File: config.mk
export PLATFORM = sky130hd
export DESIGN_NAME = ex3_word_converter_ctrl
export DESIGN_NICKNAME = d
export VERILOG_FILES = /design/src/rtl/ex3_pkg.sv /design/src/rtl/ex3_digit_decode.sv /design/src/rtl/ex3_word_converter_ctrl.sv
export SDC_FILE = /design/constraint.sdc
export NUM_CORES = 1
export LEC_CHECK = 0
export BUFFER_PORTS_ARGS = -buffer_cell sky130_fd_sc_hd__clkbuf_2
export CAP_MARGIN = 15
export CORE_UTILIZATION = 60
export CTS_BUF_LIST = sky130_fd_sc_hd__clkbuf_2
export CTS_CLUSTER_SIZE = 40
export DETAILED_ROUTE_END_ITERATION = 16
export GPL_TIMING_DRIVEN = 0
export HOLD_SLACK_MARGIN = 0.02
export PLACE_DENSITY_LB_ADDON = 0.05
export SLEW_MARGIN = 20
export SYNTH_ARGS = -nofsm -noshare
export SYNTH_HDL_FRONTEND = slang
export SYNTH_SLANG_ARGS = --single-unit
File: constraint.sdc
create_clock -name clk -period 6.5 [get_ports clk]
set_clock_uncertainty 0.15 [all_clocks]
set_input_delay 0.65 -clock clk [delete_from_list [all_inputs] [get_ports clk]]
set_output_delay 0.65 -clock clk [all_outputs]
set_load 0.05 [all_outputs]
File: src/rtl/ex3_pkg.sv
// Shared definitions for the Excess-3 word converter: code limits, FSM states
// and a helper giving the narrowest result width for a digit count.
package ex3_pkg;

    localparam logic [3:0] EX3_OFFSET = 4'd3;
    localparam logic [3:0] EX3_MIN    = 4'h3;
    localparam logic [3:0] EX3_MAX    = 4'hC;

    typedef enum logic [1:0] {
        IDLE,
        CONV,
        DONE
    } state_t;

    // Smallest BIN_W such that 2^BIN_W > 10^digits - 1.
    function automatic int unsigned min_bin_w(input int unsigned digits);
        longint unsigned max_val = 1;
        int unsigned     width   = 0;
        for (int unsigned i = 0; i < digits; i++) begin
            max_val = max_val * 10;
        end
        max_val = max_val - 1;
        while (max_val != 0) begin
            width++;
            max_val = max_val >> 1;
        end
        return (width == 0) ? 1 : width;
    endfunction

endpackage

File: src/rtl/ex3_digit_decode.sv
// Single-digit Excess-3 decoder; illegal codes report legal=0 and digit=0.
module ex3_digit_decode
    import ex3_pkg::*;
(
    input  logic [3:0] i_nibble,
    output logic [3:0] o_digit,
    output logic       o_legal
);

    always_comb begin
        o_legal = (i_nibble >= EX3_MIN) && (i_nibble <= EX3_MAX);
        o_digit = o_legal ? (i_nibble - EX3_OFFSET) : 4'd0;
    end

endmodule

File: src/rtl/ex3_word_converter_ctrl.sv
// Converts a packed Excess-3 word to binary, one digit per clock, MSB first.
// Optional EX3_EARLY_ABORT_EN: stop at the first illegal nibble.
module ex3_word_converter_ctrl
    import ex3_pkg::*;
#(
    parameter int unsigned DIGITS = 4,
    parameter int unsigned BIN_W  = 14
) (
    input  logic                  clk,
    input  logic                  rst,
    input  logic [4*DIGITS-1:0]   in_ex3,
    input  logic                  in_valid,
    output logic                  in_ready,
    output logic [BIN_W-1:0]      out_binary,
    output logic                  out_err,
    output logic                  out_valid,
    input  logic                  out_ready,
    output logic                  busy
);

    localparam int unsigned IDX_W = (DIGITS > 1) ? $clog2(DIGITS) : 1;

    state_t              r_state;
    state_t              w_state_next;
    logic [4*DIGITS-1:0] r_word;
    logic [BIN_W-1:0]    r_acc;
    logic                r_err;
    logic [IDX_W-1:0]    r_idx;

    logic [3:0]          w_nibble;
    logic [3:0]          w_digit;
    logic                w_legal;
    logic                w_abort;
    logic [BIN_W-1:0]    w_acc_next;

    always_comb begin
        w_nibble = '0;
        for (int unsigned i = 0; i < DIGITS; i++) begin
            if (r_idx == IDX_W'(i)) begin
                w_nibble = r_word[4*i +: 4];
            end
        end
    end

    ex3_digit_decode u_decode (
        .i_nibble (w_nibble),
        .o_digit  (w_digit),
        .o_legal  (w_legal)
    );

    // acc*10 + d as shift-add; BIN_W is sized so this never overflows.
    assign w_acc_next = (r_acc << 3) + (r_acc << 1) + BIN_W'(w_digit);

`ifdef EX3_EARLY_ABORT_EN
    assign w_abort = ~w_legal;
`else
    assign w_abort = 1'b0;
`endif

    always_ff @(posedge clk) begin
        if (rst) begin
            r_state <= IDLE;
        end else begin
            r_state <= w_state_next;
        end
    end

    always_comb begin
        w_state_next = r_state;
        case (r_state)
            IDLE:    if (in_valid) w_state_next = CONV;
            CONV:    if ((r_idx == '0) || w_abort) w_state_next = DONE;
            DONE:    if (out_ready) w_state_next = IDLE;
            default: w_state_next = IDLE;
        endcase
    end

    always_ff @(posedge clk) begin
        if (rst) begin
            r_word <= '0;
            r_acc  <= '0;
            r_err  <= 1'b0;
            r_idx  <= '0;
        end else begin
            case (r_state)
                IDLE: begin
                    if (in_valid) begin
                        r_word <= in_ex3;
                        r_acc  <= '0;
                        r_err  <= 1'b0;
                        r_idx  <= IDX_W'(DIGITS - 1);
                    end
                end
                CONV: begin
                    if (!w_abort) r_acc <= w_acc_next;
                    if (!w_legal) r_err <= 1'b1;
                    r_idx <= r_idx - IDX_W'(1);
                end
                default: ;
            endcase
        end
    end

    assign in_ready   = (r_state == IDLE);
    assign out_valid  = (r_state == DONE);
    assign busy       = (r_state != IDLE);
    assign out_binary = r_acc;
    assign out_err    = r_err;

endmodule
After elaboration in Yosys (flattened, before gate mapping)
Cells that the tools add are included.

storage, ports and cells
  register bits = 35
  bits in latches = 0
  bits in writable memories = 0
  ROM bits = 0
  input port bits = 20
  output and inout port bits = 18
  logic and storage cells = 45
  memories kept = 0

cells by class
  add/subtract/negate cells = 4
  $mul = 0
  divide/modulo/power cells = 0
  $lt $le $gt $ge = 2
  equal/unequal tests = 9
  shift-type cells = 0
  multiplexer cells = 16
  bitwise logic cells = 0
  reductions and logical operators = 9

operators by type and width
  kind                                                                                  count
  14-bit case mux with 2 select lines                                                   1
  4-bit 2-to-1 mux                                                                      5
  14-bit adder                                                                          1
  14-bit by 4-bit adder with 14-bit output                                              1
  14-bit 2-to-1 mux                                                                     1
  2-bit 2-to-1 mux                                                                      4
  2-bit equality test (second input constant)                                           3
  2-bit != test (second input constant)                                                 3
  2-bit case mux with 3 select lines                                                    1
  3-bit AND reduction                                                                   2
  2-bit by 1-bit equality test with 1-bit output (second input constant)                2
  4-bit by 2-bit greater-or-equal comparator with 1-bit output (second input constant)  1
  4-bit <= comparator (second input constant)                                           1
  2-bit zero test                                                                       2
  2-bit case mux with 2 select lines                                                    1
  2-bit AND reduction                                                                   2
  2-bit nonzero test                                                                    2
  4-bit by 2-bit subtractor with 4-bit output (second input constant)                   1
  1-bit 2-to-1 mux                                                                      2
  2-bit by 1-bit != test with 1-bit output (second input constant)                      1
  1-bit case mux with 2 select lines                                                    1
  2-bit by 1-bit subtractor with 2-bit output (second input constant)                   1
  1-bit logical AND                                                                     1

Longest topological paths before layout
  depth after elaboration = 10
  gate-level depth with buffers = 18
  gate-level depth less buffers = 18

By module
Synthesis repeated with hierarchy kept, for this count alone.

unflattened totals
  cells, all modules = 282
  area, all modules = 2210.9 µm²

modules (own cells, without submodules)
  module                   instances  cells an instance  area each (µm²)
  ex3_word_converter_ctrl  1          265                2097.0
  ex3_digit_decode         1          17                 113.9

Worst setup path before layout
Ideal clock, no wire load.

  kind = reg-to-reg
  from = reg r_idx[0]
  to = reg r_acc[11] (netlist: out_binary[11])
  setup time = 0.117 ns
  arrival time = 3.387 ns
  required time = 6.233 ns
  slack = 2.846 ns
  stages on the path, launching flop included = 18
  period minus slack after synthesis = 3.654 ns
  path through = dfxtp_1 -> inv_1 -> ha_1 -> a21oi_1 -> o21ai_0 -> a22oi_2 -> inv_1 -> ha_1 -> o211a_1 -> a311oi_1 -> fa_1 -> inv_1 -> ha_1 -> a21oi_1 -> o211ai_2 -> a41oi_1 -> xnor2_1 -> a22o_1

between the ends
  cells in the longest elaborated chain, start to end = 10
  elaborated cells on any way between the ends = 15
  classes of those cells = add/sub (2); order compare (2); eq/ne (3); mux (6); reduce/logical (2)

RTL lines
  element                                                                                                     line                           text
  start: declaration                                                                                          ex3_word_converter_ctrl.sv:28  logic [IDX_W-1:0] r_idx;
  start signal: assignment                                                                                    ex3_word_converter_ctrl.sv:91  r_idx <= IDX_W'(DIGITS - 1);
  start signal: assignment                                                                                    ex3_word_converter_ctrl.sv:97  r_idx <= r_idx - IDX_W'(1);
  2-bit zero test                                                                                             ex3_word_converter_ctrl.sv:39  if (r_idx == IDX_W'(i)) begin
  4-bit 2-to-1 mux (3 in a row)                                                                               ex3_word_converter_ctrl.sv:39
  4-bit 2-to-1 mux (*)                                                                                        ex3_word_converter_ctrl.sv:39
  4-bit by 2-bit greater-or-equal comparator with 1-bit output / 4-bit <= comparator (equally long branches)  ex3_digit_decode.sv:11         o_legal = (i_nibble >= EX3_MIN) && (i_nibble <= EX3_MAX);
  1-bit logical AND                                                                                           ex3_digit_decode.sv:11
  4-bit 2-to-1 mux (*)                                                                                        ex3_digit_decode.sv:12         o_digit = o_legal ? (i_nibble - EX3_OFFSET) : 4'd0;
  14-bit by 4-bit adder with 14-bit output (*)                                                                ex3_word_converter_ctrl.sv:52  assign w_acc_next = (r_acc << 3) + (r_acc << 1) + BIN_W'(w_digit);
  14-bit case mux with 2 select lines (*)                                                                     ex3_word_converter_ctrl.sv:85  case (r_state)
  end signal: assignment                                                                                      ex3_word_converter_ctrl.sv:95  if (!w_abort) r_acc <= w_acc_next;
  end: declaration                                                                                            ex3_word_converter_ctrl.sv:26  logic [BIN_W-1:0] r_acc;

Mark *: on every way between the ends. The rest lies on a longest branch, timed or not.
A chain may end at the register's enable or synchronous reset.

Final worst setup path
Same ends and word-level chain as after synthesis.

==> flow_metrics.env <==
export IMPL_core_area_mm2=0.00342
export IMPL_ys_seq_area_share_pct=31.9
export IMPL_use_met3_pct=6.75
export IMPL_clk_latency_ns=0.41
export IMPL_dp_cells=340
export IMPL_grt_pass1_vias=1775
export IMPL_grt_busiest_layer="met2"
export IMPL_pin_count=38
export IMPL_cts_hold_buf=0
export IMPL_nFillCells=297
export IMPL_muxShareOfSynthArea_pct=0.456
export IMPL_grt_overflow_total=0
export IMPL_critPathLaunchType="flip-flop"
export IMPL_final_nets=351
export IMPL_power_mw=0.478
export IMPL_yosysMostFrequentCell="nand2_1"
export IMPL_maxSlewHeadroom_pct=62.4
export IMPL_std_cell_rows=21
export IMPL_groute_usage_overall_pct=26.0
export IMPL_dr_pass1_iters=4
export IMPL_numCtsBuffers=5
export IMPL_peakVddDrop_v=0.000172
export IMPL_root_buffer="clkbuf_2"
export IMPL_fmax_ghz=0.232
export IMPL_die_h_um=62.5
export IMPL_end_kind="flip-flop"
export IMPL_synth_area_leader_cell="dfxtp_1"
export IMPL_portBuffers=37
export IMPL_clk_pin_slew_worst_paths_ns=0.19
export IMPL_path_max_fanout=8
export IMPL_clockBufferDepth=2
export IMPL_ant_nets=0
export IMPL_final_cells=348
export IMPL_r2r_slack_ns=2.18
export IMPL_gp_congestion=0.835
export IMPL_drc=0
export IMPL_synth_top_cells_by_count="nand2_1, dfxtp_1, a21oi_1"
export IMPL_cts_resized=0
export IMPL_min_period_ns=4.32
export IMPL_htree_levels=2
export IMPL_crit_required_ns=6.66
export IMPL_synth_compound_area_share_pct=24.4
export IMPL_wl_per_cell_um=13.5
export IMPL_drt_iter0_drc=132
export IMPL_multi_input_area_mm2=0.00140
export IMPL_synth_xor_area_share_pct=4.38
export IMPL_n_antenna_cell=0
export IMPL_hold_path_class="input port to flip-flop"
export IMPL_post_route_period_util_pct=66.4
export IMPL_via_per_inst=5.70
export IMPL_syn_area_mm2=0.00220
export IMPL_fin_setup_tns_ns=0
export IMPL_cts_setup_buffers=0
export IMPL_grtUsageMet1_pct=35.0
export IMPL_cts_tree="built"
export IMPL_final_area_mm2=0.00248
export IMPL_leakage_nw=1.19
export IMPL_cap_violations=0
export IMPL_regArea_um2=701
export IMPL_routed_wl_um=4700
export IMPL_worstSetupPathType="flip-flop to flip-flop"
export IMPL_dieArea_mm2=0.00391
export IMPL_antenna_found_initial=0
export IMPL_synth_seq_cells=35
export IMPL_syn_area_per_cell_um2=8.55
export IMPL_met2_usage_pct=40.6
export IMPL_synth_area_leaders="dfxtp_1, ha_1, nand2_1"
export IMPL_grt_max_degree=12
export IMPL_cp_data_arrival_time_ns=4.48
export IMPL_async_reset_ff_share_pct=0
export IMPL_die_w_um=62.5
export IMPL_tightestPinTransition_ns=0.561
export IMPL_synth_adder_area_share_pct=17.8
export IMPL_synth_distinct_cells=49
export IMPL_synth_top_family_by_area="compound AO/OA/AOI/OAI gates"
export IMPL_p_per_area_mw_per_mm2=193
export IMPL_synthFlopType="dfxtp_1"
export IMPL_rsz0062_at_grt="no"
export IMPL_setup_violations_final=0
export IMPL_cts_sinks=35
export IMPL_netlist_area_leader_share_pct=31.9
export IMPL_yosysWarnings=0
export IMPL_synth_simple_area_share_pct=16.7
export IMPL_grt_pass1_wl_um=7990
export IMPL_netlist_instances=257
export IMPL_start_util_pct=64.3
export IMPL_outcome="finished clean"
export IMPL_finalHoldViolCount=0
export IMPL_dp_hpwl_um=3610
export IMPL_worst_hold_slack_ns=0.278
export IMPL_placed_area_mm2=0.00244
export IMPL_via_count=1982
export IMPL_synth_edf_count=0
export IMPL_area_delta_synth_final_pct=12.9
export IMPL_syn_nets=307
export IMPL_maxSlewViolCount=0
export IMPL_drive_gt1_share_pct=18.5
==> through the flow <==
stage	worst slack, ns	utilization (%)
after floorplan	2.85	-
after global placement	2.32	71.4
after detailed placement	2.30	71.4
after CTS	2.25	72.6
after global routing	1.83	72.6
final	2.18	72.6
==> worst max-delay path: stages (launching register included) <==
cell and delay (ns):
dfxtp_1 0.45, inv_1 0.09, ha_1 0.31, a21oi_1 0.15
o21ai_0 0.14, a22oi_2 0.25, inv_1 0.07, ha_1 0.22
o211a_1 0.12, a311oi_1 0.43, fa_1 0.49, inv_1 0.11
ha_1 0.24, a21oi_1 0.20, o211ai_2 0.18, a41oi_1 0.31
xnor2_1 0.09, a22o_1 0.19
==> registers in the layout (all words and copies together) (netlist names) <==
register / count
out_err: 1
r_word: 16
r_idx: 2
out_binary: 14
r_state: 2
==> layout make-up <==
| class | instances | share of cell area, % |
|---|---|---|
| inverter | 15 | 2.27 |
| buffer | 9 | 1.61 |
| tap | 46 | 2.32 |
| clock buffer | 5 | 1.01 |
| multi-input combinational | 198 | 56.5 |
| sequential | 35 | 28.3 |
| timing repair buffer | 37 | 7.47 |
| clock inverter | 3 | 0.605 |
==> metal layers <==
| metal | vias up | wire (µm) |
|---|---|---|
| li1 | 993 | - |
| met1 | 921 | 2300 |
| met2 | 61 | 2070 |
| met3 | 7 | 282 |
| met4 | 0 | 49 |
| met5 | - | 0 |
==> final timing paths <==
check / cells past startpoint / to / startpoint
setup / recovery: 17 / out_binary[11] / r_idx[0]
hold / removal: 3 / r_word[5] / in_ex3[5]
setup reg to reg: 17 / out_binary[11] / r_idx[0]
hold reg to reg: 2 / r_word[1] / r_word[1]
==> cell families after synthesis <==
family                   Yosys count
XOR/XNOR                          11
flip-flops                        35
multiplexers                       1
buffers and inverters             24
adder cells (fa/ha/maj)           30
AND/OR/NAND/NOR                   82
AO/OA/AOI/OAI                     74
==> where the power goes <==
part	switching [mW]	internal [mW]
sequential	0.0102	0.227
combinational	0.0904	0.0494
clock	0.0773	0.0239
==> layout by cell type, fill, tap and decap left out, types with 3 or more instances in the layout <==
| master | count |
|---|---|
| nand2_1 | 42 |
| clkbuf_2 | 42 |
| dfxtp_1 | 35 |
| a21oi_1 | 30 |
| ha_1 | 28 |
| nor2_1 | 15 |
| inv_1 | 15 |
| nand3_1 | 7 |
| xnor2_1 | 7 |
| clkbuf_1 | 5 |
| a22oi_1 | 5 |
| a22o_1 | 5 |
| nor2b_1 | 4 |
| xor2_1 | 4 |
| nand3b_1 | 3 |
| o21ai_0 | 3 |
| nand2b_1 | 3 |
Note: power is estimated with default switching activity, not from simulation.
